==> config.mk <==
export PLATFORM = sky130hd
export DESIGN_NAME = mpei_rv_core_wrapper
export DESIGN_NICKNAME = d
export VERILOG_FILES = /design/src/rtl/mpei_rv_core_wrapper.sv
export SDC_FILE = /design/constraint.sdc
export NUM_CORES = 1
export LEC_CHECK = 0
export CORE_ASPECT_RATIO = 0.9
export CORE_UTILIZATION = 40
export CTS_BUF_LIST = sky130_fd_sc_hd__clkbuf_16
export CTS_CLUSTER_DIAMETER = 60
export DETAILED_ROUTE_END_ITERATION = 16
export PLACE_DENSITY = 0.71
export SETUP_SLACK_MARGIN = 0.2
export SYNTH_ARGS = -nofsm -noshare
export SYNTH_HDL_FRONTEND = slang
export SYNTH_SLANG_ARGS = --single-unit
==> constraint.sdc <==
create_clock -name clk_i -period 20.8 [get_ports clk_i]
set_input_delay 2.08 -clock clk_i [delete_from_list [all_inputs] [get_ports clk_i]]
set_output_delay 2.08 -clock clk_i [all_outputs]
set_load 0.02 [all_outputs]
==> src/rtl/mpei_rv_core_wrapper.sv <==
// I/O shell of the MPEI RISC-V MCU.
// Every used pad input is synchronized by two flops. The registered GPIO, UART,
// SPI and timer pad outputs run in fixed default modes: GPIO input sampling,
// UART loopback with baud ticks, SPI idle, and a free-running timer/watchdog.
module mpei_rv_core_wrapper #(
  parameter int          slvselsz           = 1,
  parameter int          NAHBIRQ            = 32,
  parameter int          SCR1_XLEN          = 32,
  parameter int          SCR1_IRQ_LINES_NUM = 16,
  parameter int          SCR1_AHB_WIDTH     = 32,
  parameter logic [31:0] UART_SCALER        = 32'd53,
  parameter logic [31:0] TIMER_RELOAD       = 32'd999,
  parameter logic [31:0] WDOG_RELOAD        = 32'd15
) (
  input  logic                clk_i,
  input  logic                rstn_i,
  input  logic                spi_in_miso,
  input  logic                spi_in_mosi,
  input  logic                spi_in_sck,
  input  logic                spi_in_spisel,
  input  logic                spi_in_astart,
  input  logic                spi_in_cstart,
  input  logic                spi_in_ignore,
  input  logic                spi_in_io2,
  input  logic                spi_in_io3,
  output logic                spi_out_miso,
  output logic                spi_out_misooen,
  output logic                spi_out_mosi,
  output logic                spi_out_mosioen,
  output logic                spi_out_sck,
  output logic                spi_out_sckoen,
  output logic                spi_out_enable,
  output logic                spi_out_astart,
  output logic                spi_out_aready,
  output logic                spi_out_io2,
  output logic                spi_out_io2oen,
  output logic                spi_out_io3,
  output logic                spi_out_io3oen,
  output logic [slvselsz-1:0] spi_out_slvsel,
  input  logic                uart_in_rxd,
  input  logic                uart_in_ctsn,
  input  logic                uart_in_extclk,
  output logic                uart_out_rtsn,
  output logic                uart_out_txd,
  output logic                uart_out_txen,
  output logic                uart_out_flow,
  output logic                uart_out_rxen,
  output logic                uart_out_txtick,
  output logic                uart_out_rxtick,
  output logic [31:0]         uart_out_scaler,
  input  logic [31:0]         gpio_in_din,
  input  logic [31:0]         gpio_in_sig_in,
  input  logic [31:0]         gpio_in_sig_en,
  output logic [31:0]         gpio_out_dout,
  output logic [31:0]         gpio_out_oen,
  output logic [31:0]         gpio_out_val,
  output logic [31:0]         gpio_out_sig_out,
  input  logic                timr_in_dhalt,
  input  logic                timr_in_extclk,
  input  logic                timr_in_wdogen,
  input  logic [NAHBIRQ-1:0]  timr_in_latchv,
  input  logic [NAHBIRQ-1:0]  timr_in_latchd,
  output logic [0:7]          timr_out_tick,
  output logic [31:0]         timr_out_timer1,
  output logic                timr_out_wdogn,
  output logic                timr_out_wdog
);

  // _p0 is the first synchronizer flop, _p1 the synchronized value
  logic [31:0] din_p0, din_p1, sig_in_p0, sig_in_p1, sig_en_p0, sig_en_p1;
  logic        rxd_p0, rxd_p1, ctsn_p0, ctsn_p1, spisel_p0, spisel_p1;
  logic        dhalt_p0, dhalt_p1, wdogen_p0, wdogen_p1;

  logic [31:0] gpio_val_p2, gpio_sig_p2;
  logic        txd_p2, rtsn_p2;
  logic [31:0] baud_cnt;
  logic        txtick, rxtick;
  logic [31:0] timer1;
  logic        tick0, tick1;
  logic [31:0] wdog_cnt;
  logic        wdog;
  logic        underflow;

  // Two-flop synchronizers; idle-high UART/SPI select lines reset to 1
  always_ff @(posedge clk_i or posedge rstn_i) begin
    if (rstn_i) begin
      din_p0    <= '0;   din_p1    <= '0;
      sig_in_p0 <= '0;   sig_in_p1 <= '0;
      sig_en_p0 <= '0;   sig_en_p1 <= '0;
      rxd_p0    <= 1'b1; rxd_p1    <= 1'b1;
      ctsn_p0   <= 1'b1; ctsn_p1   <= 1'b1;
      spisel_p0 <= 1'b1; spisel_p1 <= 1'b1;
      dhalt_p0  <= 1'b0; dhalt_p1  <= 1'b0;
      wdogen_p0 <= 1'b0; wdogen_p1 <= 1'b0;
    end else begin
      din_p0    <= gpio_in_din;    din_p1    <= din_p0;
      sig_in_p0 <= gpio_in_sig_in; sig_in_p1 <= sig_in_p0;
      sig_en_p0 <= gpio_in_sig_en; sig_en_p1 <= sig_en_p0;
      rxd_p0    <= uart_in_rxd;    rxd_p1    <= rxd_p0;
      ctsn_p0   <= uart_in_ctsn;   ctsn_p1   <= ctsn_p0;
      spisel_p0 <= spi_in_spisel;  spisel_p1 <= spisel_p0;
      dhalt_p0  <= timr_in_dhalt;  dhalt_p1  <= dhalt_p0;
      wdogen_p0 <= timr_in_wdogen; wdogen_p1 <= wdogen_p0;
    end
  end

  // ---- stage p2: registered GPIO sampling and UART loopback ----
  // Register synchronized GPIO inputs and loop RX back onto TX
  always_ff @(posedge clk_i or posedge rstn_i) begin
    if (rstn_i) begin
      gpio_val_p2 <= '0;
      gpio_sig_p2 <= '0;
      txd_p2      <= 1'b1;
      rtsn_p2     <= 1'b1;
    end else begin
      gpio_val_p2 <= din_p1;
      gpio_sig_p2 <= sig_in_p1 & sig_en_p1;
      txd_p2      <= rxd_p1;
      rtsn_p2     <= ctsn_p1;
    end
  end

  // Baud counter: period UART_SCALER+1, TX tick at 0, RX tick at mid-count
  always_ff @(posedge clk_i or posedge rstn_i) begin
    if (rstn_i) begin
      baud_cnt <= UART_SCALER;
      txtick   <= 1'b0;
      rxtick   <= 1'b0;
    end else begin
      baud_cnt <= (baud_cnt == '0) ? UART_SCALER : baud_cnt - 32'd1;
      txtick   <= (baud_cnt == '0);
      rxtick   <= (baud_cnt == (UART_SCALER >> 1));
    end
  end

  // Underflow is the active cycle in which timer1 wraps back to its reload
  assign underflow = !dhalt_p1 && (timer1 == '0);

  // Free-running timer1 with prescaler and underflow ticks, frozen by dhalt
  always_ff @(posedge clk_i or posedge rstn_i) begin
    if (rstn_i) begin
      timer1 <= TIMER_RELOAD;
      tick0  <= 1'b0;
      tick1  <= 1'b0;
    end else begin
      tick0 <= !dhalt_p1;
      tick1 <= underflow;
      if (!dhalt_p1)
        timer1 <= (timer1 == '0) ? TIMER_RELOAD : timer1 - 32'd1;
    end
  end

  // Watchdog counts enabled underflows; bites one underflow after reaching 0, sticky
  always_ff @(posedge clk_i or posedge rstn_i) begin
    if (rstn_i) begin
      wdog_cnt <= WDOG_RELOAD;
      wdog     <= 1'b0;
    end else if (underflow && wdogen_p1) begin
      if (wdog_cnt == '0)
        wdog <= 1'b1;
      else
        wdog_cnt <= wdog_cnt - 32'd1;
    end
  end

  assign gpio_out_val     = gpio_val_p2;
  assign gpio_out_sig_out = gpio_sig_p2;
  assign gpio_out_dout    = '0;
  assign gpio_out_oen     = '0;

  assign uart_out_txd     = txd_p2;
  assign uart_out_rtsn    = rtsn_p2;
  assign uart_out_scaler  = UART_SCALER;
  assign uart_out_txen    = 1'b1;
  assign uart_out_rxen    = 1'b1;
  assign uart_out_flow    = 1'b0;
  assign uart_out_txtick  = txtick;
  assign uart_out_rxtick  = rxtick;

  assign spi_out_sck      = 1'b0;
  assign spi_out_mosi     = 1'b1;
  assign spi_out_miso     = 1'b1;
  assign spi_out_io2      = 1'b1;
  assign spi_out_io3      = 1'b1;
  assign spi_out_misooen  = 1'b1;
  assign spi_out_mosioen  = 1'b1;
  assign spi_out_sckoen   = 1'b1;
  assign spi_out_io2oen   = 1'b1;
  assign spi_out_io3oen   = 1'b1;
  assign spi_out_enable   = 1'b0;
  assign spi_out_astart   = 1'b0;
  assign spi_out_aready   = 1'b1;
  assign spi_out_slvsel   = '1;

  assign timr_out_timer1  = timer1;
  assign timr_out_tick    = {tick0, tick1, 6'b000000};
  assign timr_out_wdog    = wdog;
  assign timr_out_wdogn   = !wdog;

  // Pad inputs and integration parameters that have no function in the default modes
  logic unused_inputs;
  assign unused_inputs = ^{spi_in_miso, spi_in_mosi, spi_in_sck, spi_in_astart,
                           spi_in_cstart, spi_in_ignore, spi_in_io2, spi_in_io3,
                           spisel_p1, uart_in_extclk, timr_in_extclk,
                           timr_in_latchv, timr_in_latchd,
                           (SCR1_XLEN != 0), (SCR1_IRQ_LINES_NUM != 0),
                           (SCR1_AHB_WIDTH != 0)};

endmodule

==> impl_summary.log, run 1 <==
[metrics] outcome: complete, no violations
[metrics] number of synthesis warnings: 0
[metrics] total of endpoints with negative setup slack in the final report: 0
[metrics] IO buf count: 205
[metrics] r2r startpoint: timr_out_timer1[4]
[metrics] setup slack of the worst register-to-register path: 17480 ps
[metrics] maximum number of pins on one net before global-route repair: 175
[metrics] portion of synthesized cell area occupied by the leading cell type: 68.6%
[metrics] crit path max fanout: 6
[metrics] count of instances resized after the clock tree is built: 0
[metrics] final instance count without filler cells: 1562
[metrics] Hold WS: 345 ps
[metrics] ordered cell list for the critical path: clkdlybuf4s50_1
[metrics] Max rail drop VDD: roughly 0.077 mV
[metrics] Worst setup EP type: output port
[metrics] Worst Path Required: about 19000 ps
[metrics] Vias/cell: 4.34
[metrics] net total in the final layout: between 1k and 1.5k
[metrics] buffers plus inverters on the worst setup path: 1
[metrics] routed vias: roughly 6.8k
[metrics] Mapped Area: 12600 um2
[metrics] count of clock tree sinks: 367
[metrics] number of setup buffers added after CTS: 0
[metrics] pwr/cell area: 97.4 nW/um2
[metrics] cell count after synthesis: around 880
[metrics] Max stage delay on crit path: 660 ps
[metrics] number of max-slew violations in the final report: 0
[metrics] I/O pins: 400
[metrics] half-perimeter wire length of the detailed placement result: 14.2 mm
[metrics] floorplan die area: 32200 um2
[metrics] crit-path leading delay family: buffers and inverters
[metrics] Core ar.: 30900 um2
[metrics] Hold Path Origin: wdogen_p0
[metrics] maximum clock rate: 260 MHz
[metrics] CTS root buffer: sky130_fd_sc_hd__clkbuf_16
[metrics] cell type with the highest aggregate area in the netlist: sky130_fd_sc_hd__dfrtp_1
[metrics] Final Wtd Congestion: 0.775
[metrics] number of routed nets with antenna violations: 0
[metrics] number of buffers created by CTS: 39
[metrics] first-pass iteration count of the detailed router: 4
[metrics] CTS tree: built
[metrics] path category of the worst min-delay check: flop to flop
[metrics] Crit path arrival time: 1770 ps
[metrics] first-pass GRT wire length: roughly 35 mm
[metrics] clk buf depth: 3
[metrics] number of antenna violations at the first check in global routing: 2
[metrics] grt total ovfl: 0
[metrics] final cycle utilization of the critical path: 18.5%
[metrics] critical path type: flop to output port
[metrics] unrepaired setup endpoints after global routing: no
[metrics] Area growth, synth to finish: 27.1%
[metrics] clock insertion delay at the later pin of the skew report: 540 ps
[metrics] number of endpoints with negative hold slack in the final report: 0
[metrics] sort of element at the start of the critical path: flop
[metrics] cell types occupying the most area after synthesis: sky130_fd_sc_hd__dfrtp_1 69%, sky130_fd_sc_hd__buf_4 7.2%, sky130_fd_sc_hd__dfstp_2 4.6%, sky130_fd_sc_hd__xnor2_1 3.5%, sky130_fd_sc_hd__nor2_1 2.1%
[metrics] Rel. slew slack: 32.4%
[metrics] post-detailed-route DRC marker count: 0
[metrics] leading cell types in the layout, fill and taps excluded: 345 x sky130_fd_sc_hd__dfrtp_1, 205 x sky130_fd_sc_hd__clkdlybuf4s50_1, 119 x sky130_fd_sc_hd__conb_1
[metrics] die extent in x: 189 um
[metrics] number of cells on the worst reg-to-reg path: 6
[metrics] # rows: 61
[metrics] mean area per synthesized cell: between 10 and 15 um2
[metrics] Tmin final: 3850 ps
[metrics] instance count along the most critical hold path: 0
[metrics] FF-to-FF End: wdog_cnt[20]
[metrics] initial detailed-routing violation count: 292
[metrics] hold buffer count at cts: 0
[metrics] proportion of synthesized chip area in sequential cells: 73.2%
[metrics] slowest CP cell: sky130_fd_sc_hd__clkdlybuf4s50_1
[metrics] reported leakage power: about 0.0074 uW
[metrics] overall fraction of global-route tracks in use: 13.7%
[metrics] fraction of layout instances using a drive strength above 1: 8.59%
[metrics] clock slew at the register clock pins of the worst setup and hold paths: 60 ps
[metrics] final core utilization: 51.8%
[metrics] worst hold path endpoint: wdogen_p1
[metrics] Least-Margin Pin Slew: 1000 ps
[metrics] Seq cells post-synth: ~370
[metrics] top flip-flop cell by instance count after synthesis: sky130_fd_sc_hd__dfrtp_1
[metrics] total wirelength of the detailed-routed design: 21.3 mm
[metrics] sum of negative setup slack: 0 ps
[metrics] htree depth: 2
[metrics] number of cells after detailed placement: 1489
[metrics] Initial Utilization: 40.7%
[metrics] total power draw: 1560 uW
[metrics] Async S/R FF share, synth: 100%
[metrics] fillers: 2576
[metrics] wire per inst: 13.6 um
[metrics] most common cell after layout, fill and taps aside: sky130_fd_sc_hd__dfrtp_1
[metrics] number of library cell types mapped by synthesis: 49
[metrics] final worst clock skew: ~30 ps
[metrics] number of synthesized flops with an enable pin: 0
[metrics] count of max-cap constraint violations: 0
[metrics] Die Span Y: 170 um
[metrics] vias in the first global route: 6840
## registers in the layout, indices dropped and copies added (netlist names), 32 cells and up
register          count
wdog_cnt             32
sig_in_p1            32
gpio_out_val         32
sig_en_p0            32
sig_en_p1            32
sig_in_p0            32
din_p0               32
gpio_out_sig_out     32
din_p1               32
baud_cnt             32
timr_out_timer1      32
## cells in the mapped netlist (all sizes together), types with 6 or more instances
cell type  count
and2          34
nor3          29
dfstp         22
inv           10
xor2          21
o21ai          9
xnor2         51
or4           15
buf          123
dfrtp        345
nand3         14
o31ai          6
or3           19
nor2          69
nand2         32
nor4          24
## cell type report
class	count	area, um2	area share [%]
Sequential cell	367	9210	57.6
Multi-Input combinational cell	495	2830	17.7
Timing Repair Buffer	208	2090	13.0
Clock buffer	39	976	6.10
Tap cell	409	512	3.20
Clock inverter	33	333	2.08
Inverter	10	45.0	0.282
Antenna cell	1	2.50	0.0156
## per-layer routing
| layer | up-vias | part of all wire [%] | global-route usage (%) |
|---|---|---|---|
| met1 | 3333 | 40 | 16.7 |
| met5 | - | 0.042 | 0 |
| met4 | 2 | 2.9 | 4.87 |
| met3 | 52 | 9.5 | 5.59 |
| li1 | 3167 | - | - |
| met2 | 225 | 48 | 22.0 |
## per-stage QoR
step                      setup slack [ps]  instance area (um2)
final                                16950                16000
after global routing                 16830                16000
after CTS                            16910                16000
after detailed placement             16530                14700
after global placement               16560                14700
after floorplan                       8570                13000
## cells by family after synthesis
kind of cell / Yosys count / share of synthesized area (%)
flops: 367 / 73.2
other cells: 2 / 0.0597
mux: 7 / 0.586
buf+inv: 138 / 7.84
simple gates: 267 / 11.6
compound gates: 25 / 1.27
xor+xnor: 72 / 5.01
fa+ha+maj: 5 / 0.497
## worst max-delay path by stage
stage                               end  slack [ps]  cells past startpoint                from
floorplan                  baud_cnt[10]        8570                      1              rstn_i
global placement    timr_out_timer1[29]       16560                      3              rstn_i
detailed placement         wdog_cnt[31]       16530                      3              rstn_i
CTS                  timr_out_timer1[8]       16910                      1  timr_out_timer1[8]
global route        timr_out_timer1[31]       16830                      3              rstn_i
finish               timr_out_timer1[8]       16950                      1  timr_out_timer1[8]
## report_power, final
part / internal, uW / total, uW / switching [uW]
Clock: 400 / 684 / 284
Combinational: 45.2 / 109 / 63.4
Sequential: 750 / 766 / 16.3
Total: 1190 / 1560 / 364
Note: power is estimated with default switching activity, not from simulation.
==> run 2: changes to the inputs <==
--- a/config.mk
+++ b/config.mk
@@ -10,7 +10,7 @@
 export CTS_BUF_LIST = sky130_fd_sc_hd__clkbuf_16
 export CTS_CLUSTER_DIAMETER = 60
 export DETAILED_ROUTE_END_ITERATION = 16
-export PLACE_DENSITY = 0.71
+export PLACE_DENSITY = 0.73
 export SETUP_SLACK_MARGIN = 0.2
 export SYNTH_ARGS = -nofsm -noshare
 export SYNTH_HDL_FRONTEND = slang
==> constraint.sdc (replaced) <==
create_clock -name clk_i -period 3.2 [get_ports clk_i]
set_input_delay 0.32 -clock clk_i [delete_from_list [all_inputs] [get_ports clk_i]]
set_output_delay 0.32 -clock clk_i [all_outputs]
set_load 0.02 [all_outputs]
==> run 2 against run 1 <==
  * Cell area grew 0.41%
  * Global-route usage is 0.34 points lower
  * Sequential share of layout area decreased by 0.24 points
  * Clock-buffer cell count did not move
  * Register-to-register slack got worse by 17000 ps
  * Setup slack got worse by 17000 ps
  * Flip-flop and latch count stayed put
  * Sequential power increased to 6.5 times the previous value
  * Clock power rose to 6.3 times the previous value
  * Wire length is 1.7% lower
  * Clock skew fell by 9.9 ps
  * Die area is the same
  * Highest routed layer unchanged
==> impl_summary.log, run 2 (synthesis gave the netlist of run 1 again) <==
[metrics] Hold Path Origin: uart_in_rxd
[metrics] sum of negative setup slack: 0 ps
[metrics] clock network fraction of design power: a little over two fifths
[metrics] htree depth: 2
[metrics] final core utilization: between 50% and 60%
[metrics] grt total ovfl: 0
[metrics] count of clock tree sinks: 367
[metrics] number of max-slew violations in the final report: 0
[metrics] number of endpoints with negative hold slack in the final report: 0
[metrics] net total in the final layout: about 1.3k
[metrics] Max stage delay on crit path: 590 ps
[metrics] final cycle utilization of the critical path: a little over 90%
[metrics] clk buf depth: 3
[metrics] routed vias: 6755
[metrics] Rel. slew slack: 48.5%
[metrics] switching power: 2330 uW
[metrics] reported leakage power: ~0.0074 uW
[metrics] Tmin final: 2900 ps
[metrics] ordered cell list for the critical path: or4_1 -> nand2b_2 -> or4_4 -> or4_4 -> or3_1 -> xnor2_1
[metrics] fraction of power consumed by sequential logic: 49.8%
[metrics] area of combinational cells with multiple inputs: around 2800 um2
[metrics] maximum number of pins on one net before global-route repair: 90
[metrics] Least-Margin Pin Slew: 765 ps
[metrics] Top cell by count, worst path: sky130_fd_sc_hd__or4_4
[metrics] vias in the first global route: 6612
[metrics] count of inserted antenna diode cells: 0
[metrics] buffers plus inverters on the worst setup path: 0
[metrics] number of buffers created by CTS: 39
[metrics] number of routed nets with antenna violations: 0
[metrics] unrepaired setup endpoints after global routing: no
[metrics] Internal Power: roughly 7700 uW
[metrics] fillers: around 2.6k
[metrics] IO buf count: 205
[metrics] length of routed wiring on met1: 8.60 mm
[metrics] CTS root buffer: sky130_fd_sc_hd__clkbuf_16
[metrics] sort of element at the start of the critical path: flop
[metrics] first-pass iteration count of the detailed router: 4
[metrics] most common cell after layout, fill and taps aside: sky130_fd_sc_hd__dfrtp_1
[metrics] FF-to-FF End: wdog_cnt[9]
[metrics] r2r startpoint: timr_out_timer1[20]
[metrics] DR top layer: met5
[metrics] slowest CP cell: sky130_fd_sc_hd__or4_1
[metrics] clock insertion delay at the later pin of the skew report: 530 ps
[metrics] Max rail drop VDD: around 0.53 mV
[metrics] sequential standard cell area: 9210 um2
[metrics] worst hold path endpoint: rxd_p0
[metrics] instance count along the most critical hold path: 1
[metrics] number of setup buffers added after CTS: 0
[metrics] post-detailed-route DRC marker count: 0
[metrics] overall fraction of global-route tracks in use: 13.4%
[metrics] half-perimeter wire length of the detailed placement result: 14.2 mm
[metrics] Final Wtd Congestion: 0.792
[metrics] Worst setup EP type: flop
[metrics] Crit path arrival time: approximately 3300 ps
[metrics] Worst Path Required: 3600 ps
[metrics] total wirelength of the detailed-routed design: roughly 21 mm
[metrics] floorplan die area: 32200 um2
[metrics] number of cells on the worst reg-to-reg path: 6
[metrics] clock slew at the register clock pins of the worst setup and hold paths: 60 ps
[metrics] maximum clock rate: ~340 MHz
[metrics] fraction of layout instances using a drive strength above 1: 9.12%
[metrics] outcome: complete, no violations
[metrics] # rows: 61
[metrics] Core ar.: 30900 um2
[metrics] critical path type: flop to flop
[metrics] routed wl met2: 10.2 mm
[metrics] Area growth, synth to finish: 27.6%
[metrics] fraction of power spent switching nets: 23.2%
[metrics] initial detailed-routing violation count: 312
[metrics] Vias/cell: about 4.3
[metrics] Die Span Y: 170 um
[metrics] setup slack of the worst register-to-register path: 300 ps
[metrics] die extent in x: 189 um
[metrics] crit-path leading delay family: simple AND/OR/NAND/NOR gates
[metrics] leading cell types in the layout, fill and taps excluded: 345 x sky130_fd_sc_hd__dfrtp_1, 205 x sky130_fd_sc_hd__clkdlybuf4s50_1, 119 x sky130_fd_sc_hd__conb_1
[metrics] relative contribution of combinational cells to total power: a little over 7%
[metrics] path category of the worst min-delay check: primary input to flop
[metrics] wire per inst: 13.3 um
[metrics] crit path max fanout: 6
[metrics] first-pass GRT wire length: 34.1 mm
[metrics] final worst clock skew: 19.3 ps
[metrics] hold buffer count at cts: 0
[metrics] pwr/cell area: 623 nW/um2
[metrics] CTS tree: built
[metrics] count of max-cap constraint violations: 0
[metrics] Initial Utilization: 40.7%
[metrics] total of endpoints with negative setup slack in the final report: 0
[metrics] I/O pins: 400
[metrics] number of antenna violations at the first check in global routing: 1
[metrics] met3 wire length: 1.65 mm
==> run 2: changes by cell type in the layout (fill, tap and decap cells not counted), moves of 2 or more <==
cell,delta
sky130_fd_sc_hd__nand2b_2,+2
sky130_fd_sc_hd__buf_12,+3
sky130_fd_sc_hd__nand2b_1,-2
sky130_fd_sc_hd__inv_16,-2
sky130_fd_sc_hd__clkinv_1,+7
sky130_fd_sc_hd__inv_6,+2
sky130_fd_sc_hd__clkinv_4,-2
sky130_fd_sc_hd__buf_4,+7
sky130_fd_sc_hd__clkinv_2,-4
==> run 2: cell type report <==
| type | instances | share of cell area [%] |
|---|---|---|
| multi-input combinational | 495 | 17.7 |
| inverter | 10 | 0.257 |
| clock inverter | 33 | 1.75 |
| sequential | 367 | 57.3 |
| timing repair buffer | 218 | 13.7 |
| clock buffer | 39 | 6.08 |
| tap | 409 | 3.19 |
==> run 2: how the worst max path moves through the flow <==
stage | from | endpoint | cells after the start
global route | timr_out_timer1[18] | wdog_cnt[13] | 6
floorplan | rstn_i | baud_cnt[10] | 1
finish | timr_out_timer1[20] | wdog_cnt[9] | 6
CTS | timr_out_timer1[26] | wdog_cnt[9] | 6
global placement | timr_out_timer1[26] | wdog_cnt[9] | 6
detailed placement | timr_out_timer1[26] | wdog_cnt[9] | 6
==> run 2: worst reg2reg max path, delay by kind of cell, from the launching register on <==
family           cells  cell delay [ps]
flip-flops           1              400
XOR/XNOR             1              130
AND/OR/NAND/NOR      5             2240
==> run 2: layer usage <==
| layer | global-route usage [%] | up-vias |
|---|---|---|
| met3 | 4.31 | 44 |
| met1 | 17.2 | 3312 |
| met2 | 21.6 | 220 |
| met5 | 0 | - |
| met4 | 4.17 | 2 |
| li1 | - | 3177 |
==> run 2: per-stage QoR <==
step / area [um2] / setup slack [ps] / instances / hold WS (ps) / total power [uW]
after global routing: 16100 / 200 / 1571 / 168 / 10400
after floorplan: 13000 / -2030 / 1000 / 324 / 5530
after CTS: 16100 / 222 / 1571 / 166 / 10200
final: 16100 / 300 / 1571 / 191 / 10000
after detailed placement: 14800 / 235 / 1499 / 335 / 5790
after global placement: 14800 / 255 / 1499 / 331 / 5770
==> run 2: power groups by stage <==
stage / Clock (uW) / Combinational, uW / Sequential (uW)
3_3_place_gp: 0 / 718 / 5050
6_report: 4300 / 720 / 4980
2_1_floorplan: 0 / 382 / 5140
5_1_grt: 4660 / 785 / 5000
4_1_cts: 4450 / 730 / 4980
3_5_place_dp: 0 / 726 / 5060
==> run 2: what timing repair did <==
action | in CTS | in global routing
resized for setup | 0 | 4
endpoints found under the setup margin | 0 | 4
endpoints found under the hold margin | 0 | 0
==> run 3: changes to the inputs <==
--- a/config.mk
+++ b/config.mk
@@ -5,6 +5,7 @@
 export SDC_FILE = /design/constraint.sdc
 export NUM_CORES = 1
 export LEC_CHECK = 0
+export CAP_MARGIN = 5
 export CORE_ASPECT_RATIO = 0.9
 export CORE_UTILIZATION = 40
 export CTS_BUF_LIST = sky130_fd_sc_hd__clkbuf_16
==> constraint.sdc (replaced) <==
create_clock -name clk_i -period 2.5 [get_ports clk_i]
set_input_delay 0.25 -clock clk_i [delete_from_list [all_inputs] [get_ports clk_i]]
set_output_delay 0.25 -clock clk_i [all_outputs]
set_load 0.02 [all_outputs]
==> run 3 against run 2 <==
  * The flow now finishes with violations (setup timing)
  * Sequential share of layout area fell by 4.0 points
  * Largest cell class unchanged
  * Critical endpoint is now wdog_cnt[13]
  * Flip-flop and latch count did not move
  * Combinational power rose by 37%
  * Via count rose by 7.5%
  * Non-clock buffer count rose by 89
==> impl_summary.log, run 3 (synthesis gave the netlist of run 1 again) <==
[metrics] floorplan die area: 32200 um2
[metrics] worst hold path endpoint: rxd_p0
[metrics] number of max-slew violations in the final report: 0
[metrics] CTS tree: built
[metrics] htree depth: 2
[metrics] Rel. slew slack: 52.7%
[metrics] r2r startpoint: timr_out_timer1[26]
[metrics] crit-path leading delay family: simple AND/OR/NAND/NOR gates
[metrics] maximum number of pins on one net before global-route repair: around 110
[metrics] post-detailed-route DRC marker count: 0
[metrics] initial detailed-routing violation count: 286
[metrics] first-pass iteration count of the detailed router: 4
[metrics] critical path type: flop to flop
[metrics] count of inserted antenna diode cells: 0
[metrics] count of clock tree sinks: 367
[metrics] Initial Utilization: 40.7%
[metrics] Hold WS: 123 ps
[metrics] number of buffers created by CTS: 40
[metrics] Core ar.: 30900 um2
[metrics] die extent in x: 189 um
[metrics] Worst setup EP type: flop
[metrics] CTS root buffer: sky130_fd_sc_hd__clkbuf_16
[metrics] sort of element at the start of the critical path: flop
[metrics] leading cell types in the layout, fill and taps excluded: 345 x sky130_fd_sc_hd__dfrtp_1, 205 x sky130_fd_sc_hd__clkdlybuf4s50_1, 119 x sky130_fd_sc_hd__conb_1
[metrics] Tmin final: 2700 ps
[metrics] slowest CP cell: sky130_fd_sc_hd__or4_4
[metrics] Crit path arrival time: a little over 3000 ps
[metrics] pwr/cell area: roughly 750 nW/um2
[metrics] number of cells after detailed placement: 1567
[metrics] grt total ovfl: 0
[metrics] final worst clock skew: 19.0 ps
[metrics] outcome: complete, but fails checks
[metrics] half-perimeter wire length of the detailed placement result: about 15 mm
[metrics] reported leakage power: 0.00795 uW
[metrics] wire per inst: 14.0 um
[metrics] crit path max fanout: 4
[metrics] first-pass GRT wire length: 36.7 mm
[metrics] Top cell by count, worst path: sky130_fd_sc_hd__or4_4
[metrics] least setup slack across all paths after layout: -201 ps
[metrics] Least-Margin Pin Slew: 704 ps
[metrics] setup slack of the worst register-to-register path: -200 ps
[metrics] Vias/cell: 4.37
[metrics] unrepaired setup endpoints after global routing: yes
[metrics] total of endpoints with negative setup slack in the final report: 10
[metrics] routed vias: roughly 7.3k
[metrics] IO buf count: 205
[metrics] number of antenna violations at the first check in global routing: 1
[metrics] number of endpoints with negative hold slack in the final report: 0
[metrics] Final Wtd Congestion: 0.803
[metrics] total cell area at the placement stage: between 15000 and 20000 um2
[metrics] maximum clock rate: 370 MHz
[metrics] final core utilization: roughly 56%
[metrics] Worst Path Required: 2890 ps
[metrics] buffers plus inverters on the worst setup path: 0
[metrics] Final Cell Area: 17300 um2
[metrics] path category of the worst min-delay check: primary input to flop
[metrics] total wirelength of the detailed-routed design: 23.3 mm
[metrics] net total in the final layout: around 1.4k
[metrics] failing checks: setup timing
[metrics] # rows: 61
[metrics] ordered cell list for the critical path: or4_4 -> nand2b_4 -> or4_4 -> or4_4 -> or3_4 -> xnor2_1
[metrics] Max rail drop VDD: between 0.7 and 0.8 mV
[metrics] vias in the first global route: 7327
[metrics] most common cell after layout, fill and taps aside: sky130_fd_sc_hd__dfrtp_1
[metrics] final instance count without filler cells: 1661
[metrics] instance count along the most critical hold path: 1
[metrics] fraction of layout instances using a drive strength above 1: 21.6%
[metrics] number of cells on the worst reg-to-reg path: 6
[metrics] Area growth, synth to finish: 37.2%
[metrics] I/O pins: 400
[metrics] final cycle utilization of the critical path: 108%
[metrics] sequential standard cell area: 9210 um2
[metrics] Die Span Y: around 170 um
[metrics] clk buf depth: 3
[metrics] FF-to-FF End: wdog_cnt[13]
[metrics] clock insertion delay at the later pin of the skew report: 530 ps
[metrics] overall fraction of global-route tracks in use: 14.4%
[metrics] clock slew at the register clock pins of the worst setup and hold paths: 60 ps
[metrics] fillers: 2519
[metrics] area of combinational cells with multiple inputs: about 3300 um2
[metrics] number of routed nets with antenna violations: 0
[metrics] Max stage delay on crit path: 550 ps
[metrics] Hold Path Origin: uart_in_rxd
[metrics] count of max-cap constraint violations: 0
==> run 3: area by class of cell <==
type	count	area share [%]
Sequential cell	367	53.3
Multi-Input combinational cell	495	19.2
Timing Repair Buffer	307	16.8
Clock buffer	40	5.79
Tap cell	409	2.96
Clock inverter	33	1.64
Inverter	10	0.239
==> run 3: metrics by stage <==
step	TNS, ps	setup slack [ps]	total power (uW)
2_1_floorplan	-947720	-2660	7080
5_1_grt	-2210	-257	13500
3_5_place_dp	-766	-189	7460
3_3_place_gp	-518	-171	7440
6_report	-848	-201	13000
4_1_cts	-862	-156	13200
==> run 3: repair_timing <==
action / CTS / global route
hold buffers: 0 / 0
gates cloned: 0 / 2
gates resized for setup: 31 / 79
buffers inserted: 9 / 10
pin swaps: 15 / 28
setup endpoints to repair: 42 / 67
==> run 3: worst max-delay path by stage <==
stage	from	to	slack, ps	cells past startpoint
finish	timr_out_timer1[26]	wdog_cnt[13]	-200	6
global route	timr_out_timer1[26]	wdog_cnt[9]	-260	6
CTS	timr_out_timer1[26]	wdog_cnt[13]	-160	6
detailed placement	timr_out_timer1[26]	wdog_cnt[13]	-190	6
global placement	timr_out_timer1[26]	wdog_cnt[13]	-170	6
floorplan	rstn_i	baud_cnt[10]	-2660	1
==> run 3: per-layer routing <==
metal / wire length, um / share of wire (%) / GRT usage, %
met4: 500 / 2.1 / 4.49
met5: 13 / 0.056 / 0
met3: 1470 / 6.3 / 3.71
met2: 11800 / 51 / 24.2
met1: 9470 / 41 / 18.1
==> run 3: report_power, final <==
| part | internal (uW) | switching [uW] | leakage, uW | total (uW) |
|---|---|---|---|---|
| Combinational | 417 | 573 | 0.00281 | 990 |
| Sequential | 6240 | 126 | 0.00448 | 6370 |
| Clock | 3280 | 2350 | 0.000659 | 5620 |
| Total | 9930 | 3040 | 0.00795 | 13000 |
==> run 3: worst register-to-register path, cell delays in order (launching register included) <==
cell                       delay, ps
sky130_fd_sc_hd__dfrtp_1         380
sky130_fd_sc_hd__or4_4           540
sky130_fd_sc_hd__nand2b_4        160
sky130_fd_sc_hd__or4_4           550
sky130_fd_sc_hd__or4_4           460
sky130_fd_sc_hd__or3_4           350
sky130_fd_sc_hd__xnor2_1         140
